**src/rtl/rotary_position_counter.sv**
```systemverilog
// Purpose: accumulates quadrature step pulses into a bounded detent position.
// Latency: a step/load sampled on edge N is visible on position/changed after edge N.
// Backpressure: none; every pulse is consumed in the cycle it is presented.
//
// Ports:
//   clock       single system clock, rising edge
//   reset       synchronous, active-high; clears position, sub-step, dir and strobes
//   is_cw       one-cycle clockwise step pulse from the encoder
//   is_ccw      one-cycle counter-clockwise step pulse from the encoder
//   load        synchronous load strobe (beats any step input in the same cycle)
//   load_value  value to load, clamped to MAX_VALUE
//   position    registered detent position, 0..MAX_VALUE
//   changed     one-cycle pulse coincident with a new position value
//   dir         direction of the last accepted step (1 = cw, 0 = ccw)
//   at_min      position == 0
//   at_max      position == MAX_VALUE
//   conflict    one-cycle pulse after a cycle with both step inputs high

module rotary_position_counter #(
    parameter int WIDTH            = 8,
    parameter int STEPS_PER_DETENT = 4,
    parameter int MAX_VALUE        = 255,
    parameter int WRAP             = 0
) (
    input  logic             clock,
    input  logic             reset,
    input  logic             is_cw,
    input  logic             is_ccw,
    input  logic             load,
    input  logic [WIDTH-1:0] load_value,
    output logic [WIDTH-1:0] position,
    output logic             changed,
    output logic             dir,
    output logic             at_min,
    output logic             at_max,
    output logic             conflict
);

    // One extra bit over clog2 gives a signed range that covers +/-(S-1).
    localparam int SUB_W = $clog2(STEPS_PER_DETENT) + 1;

    localparam logic signed [SUB_W-1:0] SUB_TOP  = SUB_W'(STEPS_PER_DETENT - 1);
    localparam logic signed [SUB_W-1:0] SUB_BOT  = SUB_W'(-(STEPS_PER_DETENT - 1));
    localparam logic signed [SUB_W-1:0] SUB_ZERO = '0;
    localparam logic signed [SUB_W-1:0] SUB_ONE  = SUB_W'(1);
    localparam logic [WIDTH-1:0]        POS_MAX  = WIDTH'(MAX_VALUE);
    localparam logic [WIDTH-1:0]        POS_ONE  = WIDTH'(1);

    logic [WIDTH-1:0]        pos_q, pos_d;
    logic signed [SUB_W-1:0] sub_q, sub_d;
    logic                    dir_q, dir_d;
    logic                    changed_q, changed_d;
    logic                    conflict_q, conflict_d;
    logic                    inc_req;
    logic                    dec_req;

    always_ff @(posedge clock) begin
        if (reset) begin
            pos_q      <= '0;
            sub_q      <= SUB_ZERO;
            dir_q      <= 1'b0;
            changed_q  <= 1'b0;
            conflict_q <= 1'b0;
        end else begin
            pos_q      <= pos_d;
            sub_q      <= sub_d;
            dir_q      <= dir_d;
            changed_q  <= changed_d;
            conflict_q <= conflict_d;
        end
    end

    always_comb begin
        pos_d      = pos_q;
        sub_d      = sub_q;
        dir_d      = dir_q;
        conflict_d = 1'b0;
        inc_req    = 1'b0;
        dec_req    = 1'b0;

        if (load) begin
            // Load discards any partial detent and ignores same-cycle steps.
            pos_d = (load_value > POS_MAX) ? POS_MAX : load_value;
            sub_d = SUB_ZERO;
        end else if (is_cw && is_ccw) begin
            conflict_d = 1'b1;
        end else if (is_cw) begin
            dir_d = 1'b1;
            if (sub_q == SUB_TOP) begin
                sub_d   = SUB_ZERO;
                inc_req = 1'b1;
            end else begin
                sub_d = sub_q + SUB_ONE;
            end
        end else if (is_ccw) begin
            dir_d = 1'b0;
            if (sub_q == SUB_BOT) begin
                sub_d   = SUB_ZERO;
                dec_req = 1'b1;
            end else begin
                sub_d = sub_q - SUB_ONE;
            end
        end

        // Bounds are checked before the +/-1, so no width overflow can occur.
        if (inc_req) begin
            if (pos_q < POS_MAX) begin
                pos_d = pos_q + POS_ONE;
            end else if (WRAP != 0) begin
                pos_d = '0;
            end
        end
        if (dec_req) begin
            if (pos_q != '0) begin
                pos_d = pos_q - POS_ONE;
            end else if (WRAP != 0) begin
                pos_d = POS_MAX;
            end
        end

        // A saturated step or a load of the current value is not a change.
        changed_d = (pos_d != pos_q);
    end

    assign position = pos_q;
    assign changed  = changed_q;
    assign dir      = dir_q;
    assign conflict = conflict_q;
    assign at_min   = (pos_q == '0);
    assign at_max   = (pos_q == POS_MAX);

endmodule

```
**config.mk**
```make
export PLATFORM = sky130hd
export DESIGN_NAME = rotary_position_counter
export DESIGN_NICKNAME = d
export VERILOG_FILES = /design/src/rtl/rotary_position_counter.sv
export SDC_FILE = /design/constraint.sdc
export NUM_CORES = 1
export LEC_CHECK = 0
export ABC_AREA = 1
export BUFFER_PORTS_ARGS = -buffer_cell sky130_fd_sc_hd__buf_2
export CAP_MARGIN = 20
export CORE_MARGIN = 1.5
export CORE_UTILIZATION = 55
export DETAILED_ROUTE_END_ITERATION = 12
export PLACE_DENSITY_LB_ADDON = 0.12
export SLEW_MARGIN = 20
export SYNTH_ARGS = -nofsm -noshare
export SYNTH_HDL_FRONTEND = slang
export SYNTH_SLANG_ARGS = --single-unit
```
**constraint.sdc**
```tcl
create_clock -name clock -period 2.18 [get_ports clock]
set_input_delay 0.327 -clock clock [delete_from_list [all_inputs] [get_ports clock]]
set_output_delay 0.327 -clock clock [all_outputs]
set_load 0.01 [all_outputs]
```
==> impl.org <==
** Clock tree
- Cts bufs inserted :: 3
- Clock latency on the worst-skew pair :: approximately 0.30 ns
- CTS saw 14 sinks.
- The clock passes through at most 2 buffers.
- TritonCTS built the clock tree.
- After clock tree synthesis, the flow added hold-fix buffers numbering 0.
- CTS built an H-tree with a depth of 1.
- The root buffer cell chosen for the clock tree is sky130_fd_sc_hd__clkbuf_4.
- Number of buffers inserted to repair setup after CTS :: 0
- Once the clock tree was built, the resizer swapped 0 gates to a different size.
- Clock-pin slew was measured on the worst setup and hold paths at roughly 0.10 ns.

** Routing
- Using the TritonRoute via totals, the vias-per-cell ratio works out to between 5 and 6.
- DRC violations left :: 0
- Once detail routing completed, the nets flagged for antenna violations numbered 0.
- The first routing iteration left slightly above 70 violations.
- WL/cell :: 11.7 um
- Vias after detailed routing :: between 1,000 and 1,500
- Iteration count of the initial detailed-routing pass :: 4
- Detailed-route wire length :: around 3.2 mm

** Yosys
- The mapped netlist covers 1340 sq um.
- For this run, the number of Yosys warnings is 0.
- Mean cell area of the mapped netlist :: between 5 and 6 sq um
- Distinct cell type count of the synthesized netlist :: 25
- Synthesis handed over a netlist of 224 instances.
- The synthesized design contains 14 register bits.
- Counting every net in the synthesized netlist gives ~250.
- Sequential cells were found to cover roughly a fifth of the synthesized design area.
- Most area-hungry cell type in the Yosys netlist :: sky130_fd_sc_hd__dfxtp_1
- Share of Yosys cell area claimed by the top area cell type :: about a fifth
- Cell types with the largest area share after synthesis :: sky130_fd_sc_hd__dfxtp_1 (21%), sky130_fd_sc_hd__nand2_1 (20%), sky130_fd_sc_hd__nand3_1 (12%)

** Worst setup path
- Worst Setup Start Kind :: register
- The worst register-to-register path ends at changed.
- The number of cells on the worst reg-to-reg path is 12.
- Among cell families on the critical path, the largest total delay comes from simple AND/OR/NAND/NOR gates.
- Worst-path cell chain :: inv_1 > ha_1 > nand2_1 > nor2_2 > nor2_4 > nand3_1 > nand3_1 > nand2_1 > nor2_1 > nand2_1 > nor2_1 > nor2_1
- Crit path capture type :: register
- Counting both buffers and inverters, the worst setup path holds a total of 1.
- Worst R2R Start :: position[0]
- Along the worst path, the maximum fanout reaches 7.
- Critical Path Source :: position[0]
- The largest individual stage delay along the critical path comes from the cell sky130_fd_sc_hd__dfxtp_1.
- In this design, the stage delay of the slowest critical-path cell is just over 0.4 ns.
- Class of the most critical setup path :: register to register
- The critical path runs through a total of 12 cells.
- Required time worst endpoint :: approximately 2.4 ns
- Critical Path AT :: around 2.1 ns
- The setup check on the worst reg-to-reg path leaves a slack of around 0.24 ns.
- The most critical setup path has its endpoint at changed.

** Power
- The internal portion of the total power is between 0.0004 and 0.0005 W.
- Pleak :: just under 0.8 nW
- Fraction of power consumed by the clock network :: between 20% and 30%
- Power per cell area :: approximately 480 nW/um^2
- Net switching power :: between 0.0002 and 0.0003 W
- The worst-case IR drop observed on VDD is 0.454 mV.
- Switching Share :: roughly 36%
- Power share of the combinational group :: a little under a third
- Sequential cells burn 40.4% of the power.

** Global routing
- Largest net degree at the start of global routing :: 12
- Via count of the first global-routing pass :: about 1,200
- GRT overflow :: 0
- Wire length of the first global-routing pass :: between 5 and 6 mm
- Global routing usage summed across all routing layers :: 26.9%
- The initial antenna violation count came to 0.

** Timing
- The number of max-slew violations in the final report came to 0.
- Worst setup skew after layout :: between 0.004 and 0.005 ns
- Final worst hold slack :: 0.348 ns
- Setup violations remaining at the end of the flow were counted as 0.
- Unrepaired setup endpoints after global routing :: false
- After routing, the total negative slack on setup checks comes to 0 ns.
- The number of hold-slack violations in the final timing report came to 0.
- Peak Freq :: around 520 MHz
- Pin slew with the least headroom to its limit :: about 0.38 ns
- Headroom to the max-slew limit came out at between 70 and 80%.
- Minimum clock period after layout :: around 1.9 ns
- Final clock period utilization by the worst path :: approximately 90%

** Run status
- The run finished with clean final reports.

** Floorplanning
- Die Y :: roughly 52 um
- Initial standard-cell utilization of the core :: approximately three fifths
- Number of top-level design ports :: 26
- From left edge to right edge, the die measures approximately 52 um.
- The floorplan has 17 rows.
- The die covers roughly 2700 sq um.
- Placeable core region :: between 2000 and 2500 sq um

** Placed design
- Final Wtd Congestion :: just under 0.9
- Detailed placer's ending HPWL :: between 2 and 2.5 mm
- During placement, the flow inserted port buffers numbering 25.

** Layout
- Summing all multi-input logic gate instances after layout gives 931 sq um.
- Of the cells placed in the final design, the portion with a size suffix greater than 1 is about 21%.
- Compared with the post-synthesis result, the final layout area differs by 12.8%.
- Sequential cell area :: approximately 280 sq um
- FILL cells :: approximately 230
- The number of antenna diodes in the final layout is 0.
- Net count reported at finish :: 272

** Run
- Max_cap viols :: 0

** Worst hold path
- Worst min path class :: primary input to register
-- power groups by stage --
stage | combinational, W | sequential (W) | clock, W
after floorplan | 0.000168 | 0.000298 | 0
after global placement | 0.000225 | 0.000299 | 0
after detailed placement | 0.000226 | 0.000299 | 0
after CTS | 0.000227 | 0.000293 | 0.000211
after global routing | 0.000259 | 0.000297 | 0.000221
final | 0.000228 | 0.000293 | 0.000205
-- tightest hold or removal path: cells and delay by family --
kind,cells,cell delay (ns)
compound gates,1,0.07
buf+inv,2,0.21
-- sequential cells by signal, indices dropped and copies added (netlist names) --
signal / cells
position: 8
sub_q: 3
changed: 1
conflict: 1
dir: 1
-- synth_stat cells --
cell type	instances
sky130_fd_sc_hd__nand2_1	71
sky130_fd_sc_hd__nand3_1	32
sky130_fd_sc_hd__nor2_1	22
sky130_fd_sc_hd__inv_1	20
sky130_fd_sc_hd__dfxtp_1	14
sky130_fd_sc_hd__o21ai_0	13
sky130_fd_sc_hd__a21oi_1	9
sky130_fd_sc_hd__ha_1	8
sky130_fd_sc_hd__inv_2	5
sky130_fd_sc_hd__nor2_4	5
sky130_fd_sc_hd__nand2_2	3
sky130_fd_sc_hd__nand4_1	3
sky130_fd_sc_hd__nor2_2	3
sky130_fd_sc_hd__xor2_1	3
sky130_fd_sc_hd__buf_6	2
sky130_fd_sc_hd__or2_2	2
sky130_fd_sc_hd__a211oi_1	1
sky130_fd_sc_hd__buf_2	1
sky130_fd_sc_hd__buf_4	1
sky130_fd_sc_hd__clkbuf_1	1
sky130_fd_sc_hd__nand2_4	1
sky130_fd_sc_hd__o21ai_4	1
sky130_fd_sc_hd__o31ai_1	1
sky130_fd_sc_hd__or2_4	1
sky130_fd_sc_hd__xnor2_1	1
-- metrics by stage --
step | utilization, % | total power [W] | area (sq um) | std cells | worst slack [ns]
after CTS | 67.3 | 0.000732 | 1520 | 278 | 0.258
final | 67.3 | 0.000726 | 1520 | 278 | 0.243
after floorplan | - | 0.000466 | 1340 | 224 | 0.439
after detailed placement | 65.6 | 0.000525 | 1480 | 274 | 0.145
after global placement | 65.6 | 0.000524 | 1480 | 274 | 0.182
after global routing | 67.3 | 0.000777 | 1520 | 278 | 0.0287
-- how the worst min path moves through the flow --
stage              from          end  slack (ns)  cells past startpoint
3_5_place_dp   sub_q[2]     sub_q[2]        0.48                      2
4_1_cts           reset  position[7]        0.34                      2
5_1_grt           reset      changed        0.34                      2
2_1_floorplan  sub_q[2]     sub_q[2]        0.45                      2
6_report          is_cw          dir        0.35                      3
3_3_place_gp   sub_q[2]     sub_q[2]        0.48                      2
-- kinds of logic after synthesis --
| group | count (synthesis) | share of synthesized area [%] |
|---|---|---|
| adders and majority gates | 8 | 7.45 |
| buffers and inverters | 30 | 9.87 |
| and+or+nand+nor | 143 | 48.7 |
| xor gates and xnor gates | 4 | 2.61 |
| DFF | 14 | 20.9 |
| AOI/OAI and AO/OA | 25 | 10.5 |
-- per-layer routing --
layer / vias up / GRT usage, % / part of all wire, % / wire (um)
met5: - / 0 / 0 / 0
met4: 0 / 9.40 / 1.7 / 54
met3: 7 / 6.29 / 7.2 / 235
met2: 48 / 41.5 / 44 / 1410
met1: 625 / 36.5 / 47 / 1540
li1: 770 / - / - / -
-- final cells by class --
| class | instances | area share [%] |
|---|---|---|
| Tap cell | 28 | 2.31 |
| Inverter | 25 | 6.19 |
| Sequential cell | 14 | 18.5 |
| Multi-Input combinational cell | 180 | 61.4 |
| Timing Repair Buffer | 27 | 9.24 |
| Clock buffer | 4 | 2.39 |
-- placed cells by master, fill, tap and decap left out, types with 2 or more instances in the layout --
master                     Yosys  final
sky130_fd_sc_hd__nand2_1      71     71
sky130_fd_sc_hd__nand3_1      32     32
sky130_fd_sc_hd__buf_2         1     25
sky130_fd_sc_hd__nor2_1       22     22
sky130_fd_sc_hd__inv_1        20     20
sky130_fd_sc_hd__dfxtp_1      14     14
sky130_fd_sc_hd__o21ai_0      13     13
sky130_fd_sc_hd__a21oi_1       9      9
sky130_fd_sc_hd__ha_1          8      8
sky130_fd_sc_hd__inv_2         5      5
sky130_fd_sc_hd__nor2_4        5      5
sky130_fd_sc_hd__nor2_2        3      3
sky130_fd_sc_hd__nand2_2       3      3
sky130_fd_sc_hd__nand4_1       3      3
sky130_fd_sc_hd__xor2_1        3      3
sky130_fd_sc_hd__clkbuf_4      0      3
sky130_fd_sc_hd__or2_2         2      2
sky130_fd_sc_hd__buf_4         1      2
Power figures use the tool's default switching activity.
